[src/rtl/alu_seq_ctrl.sv]
// alu_seq_ctrl: sequences requests through the shared 8-bit ALU; define ALU_SEQ_WIDE_EN for two-pass ADD16/SUB16
module alu_seq_ctrl (
  input  logic        clk,
  input  logic        reset,
  input  logic        reqValid,
  output logic        reqReady,
  input  logic [2:0]  reqOp,
  input  logic [15:0] reqA,
  input  logic [15:0] reqB,
  input  logic [2:0]  reqShamt,
  output logic [7:0]  aluOperand1,
  output logic [7:0]  aluOperand2,
  output logic [2:0]  aluFunc,
  output logic        aluCarryIn,
  output logic        shiftImmediateEnable,
  output logic [2:0]  shiftImmediate,
  input  logic [7:0]  aluResult,
  input  logic        aluCarryOut,
  output logic        rspValid,
  input  logic        rspReady,
  output logic [15:0] rspResult,
  output logic        rspCarry,
  output logic        rspError
);
`ifdef ALU_SEQ_WIDE_EN
  typedef enum logic [1:0] {IDLE, PASS_LO, PASS_HI, DONE} state_t;
`else
  typedef enum logic [1:0] {IDLE, PASS_LO, DONE} state_t;
`endif
  state_t state, state_nxt;
  logic [2:0] op_q, shamt_q, func;
  logic [15:0] a_q, b_q, result;
  logic carry, is_wide, is_shift, is_arith, drive, hi;
  assign is_wide = op_q[2] & op_q[1];
  assign is_shift = op_q[2] & ~op_q[1];
  assign is_arith = op_q[2] ~^ op_q[1];
  assign func = is_wide ? {2'b00, op_q[0]} : op_q;
`ifdef ALU_SEQ_WIDE_EN
  assign drive = state == PASS_LO || state == PASS_HI;
  assign hi = state == PASS_HI;
  assign rspError = 1'b0;
`else
  logic error, unused_hi;
  assign drive = state == PASS_LO && !is_wide;
  assign hi = 1'b0;
  assign rspError = error;
  assign unused_hi = ^{a_q[15:8], b_q[15:8]};
`endif
  assign rspResult = result;
  assign rspCarry = carry;
  // state register
  always_ff @(posedge clk or posedge reset)
    if (reset) state <= IDLE;
    else state <= state_nxt;
  // next state and ALU-facing outputs; the high pass chains the captured carry
  always_comb begin
    state_nxt = state;
    case (state)
      IDLE: state_nxt = reqValid ? PASS_LO : IDLE;
`ifdef ALU_SEQ_WIDE_EN
      PASS_LO: state_nxt = is_wide ? PASS_HI : DONE;
      PASS_HI: state_nxt = DONE;
`else
      PASS_LO: state_nxt = DONE;
`endif
      DONE: state_nxt = rspReady ? IDLE : DONE;
      default: state_nxt = IDLE;
    endcase
    reqReady = state == IDLE;
    rspValid = state == DONE;
    aluOperand1 = drive ? (hi ? a_q[15:8] : a_q[7:0]) : 8'h00;
    aluOperand2 = drive && !is_shift ? (hi ? b_q[15:8] : b_q[7:0]) : 8'h00;
    aluFunc = drive ? func : 3'd0;
    aluCarryIn = drive && (hi ? carry : op_q[0] && is_arith);
    shiftImmediateEnable = drive && is_shift;
    shiftImmediate = drive && is_shift ? shamt_q : 3'd0;
  end
  // request latch and per-pass capture of the ALU result; carry is kept only for add/sub
  always_ff @(posedge clk or posedge reset)
    if (reset) begin
      op_q <= 3'd0;
      a_q <= 16'h0000;
      b_q <= 16'h0000;
      shamt_q <= 3'd0;
      result <= 16'h0000;
      carry <= 1'b0;
`ifndef ALU_SEQ_WIDE_EN
      error <= 1'b0;
`endif
    end else begin
      if (state == IDLE && reqValid) begin
        op_q <= reqOp;
        a_q <= reqA;
        b_q <= reqB;
        shamt_q <= reqShamt;
      end
      if (state == PASS_LO) begin
        result <= {8'h00, drive ? aluResult : 8'h00};
        carry <= drive && is_arith && aluCarryOut;
`ifndef ALU_SEQ_WIDE_EN
        error <= is_wide;
`endif
      end
      if (hi) begin
        result[15:8] <= aluResult;
        carry <= aluCarryOut;
      end
    end
endmodule

[config.mk]
export PLATFORM = sky130hd
export DESIGN_NAME = alu_seq_ctrl
export DESIGN_NICKNAME = d
export VERILOG_FILES = /design/src/rtl/alu_seq_ctrl.sv
export SDC_FILE = /design/constraint.sdc
export NUM_CORES = 1
export LEC_CHECK = 0
export CORE_UTILIZATION = 38
export DETAILED_ROUTE_END_ITERATION = 6
export PLACE_DENSITY = 0.85
export SLEW_MARGIN = 20
export SYNTH_ARGS = -nofsm -noshare
export SYNTH_HDL_FRONTEND = slang
export SYNTH_SLANG_ARGS = --single-unit
[constraint.sdc]
create_clock -name clk -period 2.6 [get_ports clk]
set_input_delay 0.78 -clock clk [delete_from_list [all_inputs] [get_ports clk]]
set_output_delay 0.78 -clock clk [all_outputs]
set_load 0.02 [all_outputs]
After elaboration in Yosys (flattened, before gate mapping)
Cells that the tools add are included.
{ "totals": {"register_bits": 34} }
{ "op_classes": {"eq_ne": 2, "mux": 9, "bitwise": 4, "n_reduce_logical": 11} }
{ "ops": {"columns": ["cell", "n"], "rows": [
  ["8-bit two-way mux", 3],
  ["3-bit two-way mux", 3],
  ["1-bit logical AND", 8],
  ["2-bit one-hot mux with 3 select lines", 1],
  ["1-bit bitwise AND", 2],
  ["2-bit by 1-bit equality test with 1-bit output (second input constant)", 1],
  ["2-bit equality test (second input constant)", 1],
  ["1-bit zero test", 2],
  ["2-bit zero test", 1],
  ["2-bit two-way mux", 1],
  ["1-bit two-way mux", 1],
  ["1-bit NOT", 1],
  ["1-bit XNOR", 1]
]} }

Logic depth before layout (Yosys ltp)
{ "depth": {"ltp_word": 5, "depth_mapped": 5} }

Least setup slack after synthesis
OpenSTA, ideal clock, no wires.
{ "synth_timing": {"path_type": "flip-flop to output port", "from": "register op_q[1]", "to": "output port aluFunc[2]", "t_arrival_ns": 1.543, "t_required_ns": 1.820, "setup_slack_ns": 0.277, "path_stages_with_launch": 6, "path_buffers": 2, "path_cell_list": "dfrtp_1 ha_1 nor3b_2 clkbuf_1 and2_1 buf_4"} }
{ "synth_between": {"elab_chain_cells": 4, "elab_cells_between_ends": 5, "classes_between": "mux (2); bitwise (1); reduce/logical (2)"} }
{ "synth_lines": {"columns": ["item", "line", "text"], "rows": [
  ["from (decl)", "31", "logic [2:0] op_q, shamt_q, func;"],
  ["from (signal assigned)", "92", "op_q <= reqOp;"],
  ["1-bit bitwise AND *", "34", "assign is_wide = op_q[2] & op_q[1];"],
  ["net is_wide", "33", "logic carry, is_wide, is_shift, is_arith, drive, hi;"],
  ["1-bit zero test", "44", "assign drive = state == PASS_LO && !is_wide;"],
  ["1-bit logical AND", "44", null],
  ["3-bit two-way mux *", "73", "aluFunc = drive ? func : 3'd0;"],
  ["to (decl)", "13", "output logic [2:0] aluFunc,"]
]} }
The timed path passes the listed nets; every way through them passes the cells marked *.

Worst setup path after layout
{ "layout_timing": {"from": "register state[1]", "to": "output port rspValid"} }
{ "layout_between": {"elab_chain_cells": 1} }
{ "layout_lines": {"columns": ["item", "line", "text"], "rows": [
  ["from (decl)", "30", "state_t state, state_nxt;"],
  ["from (signal assigned)", "54", "else state <= state_nxt;"],
  ["2-bit equality test", "70", "rspValid = state == DONE;"],
  ["to (decl)", "19", "output logic rspValid,"]
]} }
No other way between the ends.

==> qor.yml <==
pwr:
  p_leak_nw: 1.13
  powerDensity_mw_per_mm2: 1090
  finalPower_mw: 2.61
  vdd_drop_max_mv: 0.443
worst_setup_path:
  r2r-start: "state[1]"
  r2r_setup_slack_ps: 960
  rr_worst_depth: 4
  path_class: "reg2out"
  cp_max_fo: 4
  crit_chain: "buf_4 > nor2b_1 > clkdlybuf4s50_1"
  timing.rr.end: "rspResult[4]"
  cp-start-kind: "register"
  arrival_ps: 1650
  slowest_delay_ps: 650
  required_ps: 1820
  cp-end-kind: "output port"
  crit_slowest_cell: "clkdlybuf4s50_1"
clock_network:
  clockBufferDepth: 2
  holdBufCountCts: 0
  htree_levels: 2
  clock-sinks: 34
  cts_tree: "yes"
  cts_buffers: 5
  clk_pin_slew_worst_paths_ps: 70
  clk_latency_ps: 280
  cts_root_buf: "clkbuf_8"
worst_hold_path:
  hold_path_depth: 1
  whs_endpoint: "a_q[5]"
  hold_start: "a_q[5]"
  hp-class: "reg2reg"
detailed_routing:
  vias: 1164
  wire_per_inst_um: 12.6
  wl_um: 3240
  drcViolationCount: 0
  drt_iter0_drc: 28
  ant_nets: 0
  dr.pass1.iters: 2
  vias_per_cell: 4.53
final_layout:
  syn_to_final_growth_pct: 45.8
  drive_above_1_share_pct: 35.3
  antenna_cells: 0
  design_area_sq_mm: 0.00240
  nets: 260
synth:
  ys_ff_latch: 34
  netlist_instances: 127
  seq_area_frac_synth_pct: 51.8
  synth_cell_types: 19
  ys_warn_count: 0
  syn_area_sq_mm: 0.00164
  postSynthAreaPerCell_sq_um: 12.9
global_routing:
  grt_pass1_wl_um: 5230
  grt_pass1_vias: 1171
  grt_max_degree: 35
  grt_usage_pct: 16.0
  gr-total-overflow: 0
  grt_antenna_before_repair: 0
floorplan:
  die-area_sq_mm: 0.00459
  die_h_um: 67.8
  ios: 95
  rows: 23
  die_x_um: 67.8
  initial_core_util_pct: 40.2
  core_sq_mm: 0.00409
place:
  hpwl_um: 2400
  globalplace.congestion: 0.694
  portBuffers: 70
  placed_area_sq_mm: 0.00241
sta:
  setup_viol: 0
  rsz0062_at_grt: "false"
  hold_viol_final: 0
  min_period_ps: 2430
  finalMaxSlewViolations: 0
  fin_crit_sh_pct: 93.5
  fmax_ghz: 0.411
  skew_ps: 5.83
run:
  cap_violations: 0
status:
  outcome: "finished, final reports clean"
cell usage after synthesis (all sizes together):
cell	count	share of area (%)
dfrtp	34	52
mux2	32	22
and2	19	7.2
buf	12	5.8
nor2b	10	3.8
and3	4	1.5
inv	4	0.91
ha	3	2.3
clkbuf	2	0.46
nor3b	2	1.9
a21o	1	0.46
and3b	1	0.53
conb	1	0.23
nor2	1	0.23
nor4b	1	0.91
repair_timing:
| item | in CTS | in global routing |
|---|---|---|
| gates resized for setup | 42 | 38 |
| endpoints found under the setup margin | 24 | 24 |
| endpoints found under the hold margin | 0 | 0 |
| pin swaps | 0 | 1 |
| setup buffers | 0 | 0 |
area by class of cell:
type / instances / area (sq um)
clock buffer: 7 / 76.3
clock inverter: 1 / 30.0
fill: 377 / 1690
tap: 50 / 62.6
sequential: 34 / 851
timing repair buffer: 79 / 661
multi-input combinational: 82 / 701
inverter: 4 / 15.0
registers in the layout, indices dropped and copies added (netlist names):
signal     cells
rspCarry       1
op_q           3
a_q            8
rspError       1
rspResult      8
state          2
shamt_q        3
b_q            8
metal layers:
metal / up-vias / track usage, % / wire length, um
met3: 5 / 6.93 / 247
li1: 558 / - / -
met4: 0 / 5.59 / 21
met1: 555 / 18.2 / 1350
met2: 46 / 26.4 / 1620
met5: - / 0 / 0
logic make-up after synthesis:
logic type | Yosys count | synth area share, %
buffers and inverters | 18 | 7.16
AOI/OAI and AO/OA | 1 | 0.457
muxes | 32 | 21.9
and+or+nand+nor | 38 | 16.1
adders and majority gates | 3 | 2.29
other | 1 | 0.228
DFF | 34 | 51.8
power by group:
group / internal, mW / total (mW) / switching [mW] / leakage [nW]
Combinational: 0.658 / 1.23 / 0.572 / 0.674
Sequential: 0.791 / 0.919 / 0.128 / 0.406
Clock: 0.287 / 0.464 / 0.178 / 0.0524
worst max-delay path by stage:
| stage | from | endpoint | slack, ps | cells after the start |
|---|---|---|---|---|
| 2_1_floorplan | op_q[1] | aluFunc[2] | 280 | 5 |
| 3_3_place_gp | op_q[1] | aluOperand2[4] | -10 | 6 |
| 3_5_place_dp | op_q[1] | aluOperand2[7] | 5 | 6 |
| 4_1_cts | op_q[2] | aluFunc[2] | 2 | 5 |
| 5_1_grt | op_q[1] | aluOperand2[2] | 40 | 6 |
| 6_report | state[1] | rspValid | 170 | 3 |
cells in the final DEF, fill, tap and decap left out, drive strengths merged:
cell type / n
clkdlybuf4s50: 46
dfrtp: 34
mux2: 32
clkbuf: 23
and2: 19
buf: 17
nor2b: 10
conb: 8
inv: 4
and3: 4
ha: 3
nor3b: 2
nor2: 1
nor4b: 1
and3b: 1
a21o: 1
bufinv: 1
worst max-delay path: cells and delay by family (launching register included):
kind	cells	cell delay [ps]
buf+inv	2	810
flops	1	390
simple gates	1	180
per-stage QoR:
step	utilization (%)	instances	setup TNS, ps	hold WS (ps)	setup slack, ps
floorplan	-	134	0	449	277
global placement	59.0	249	-75.0	463	-14.5
detailed placement	59.0	249	0	472	4.59
CTS	61.4	257	0	487	2.35
global route	58.6	257	0	514	35.3
finish	58.6	257	0	483	168
Power figures use the tool's default switching activity.
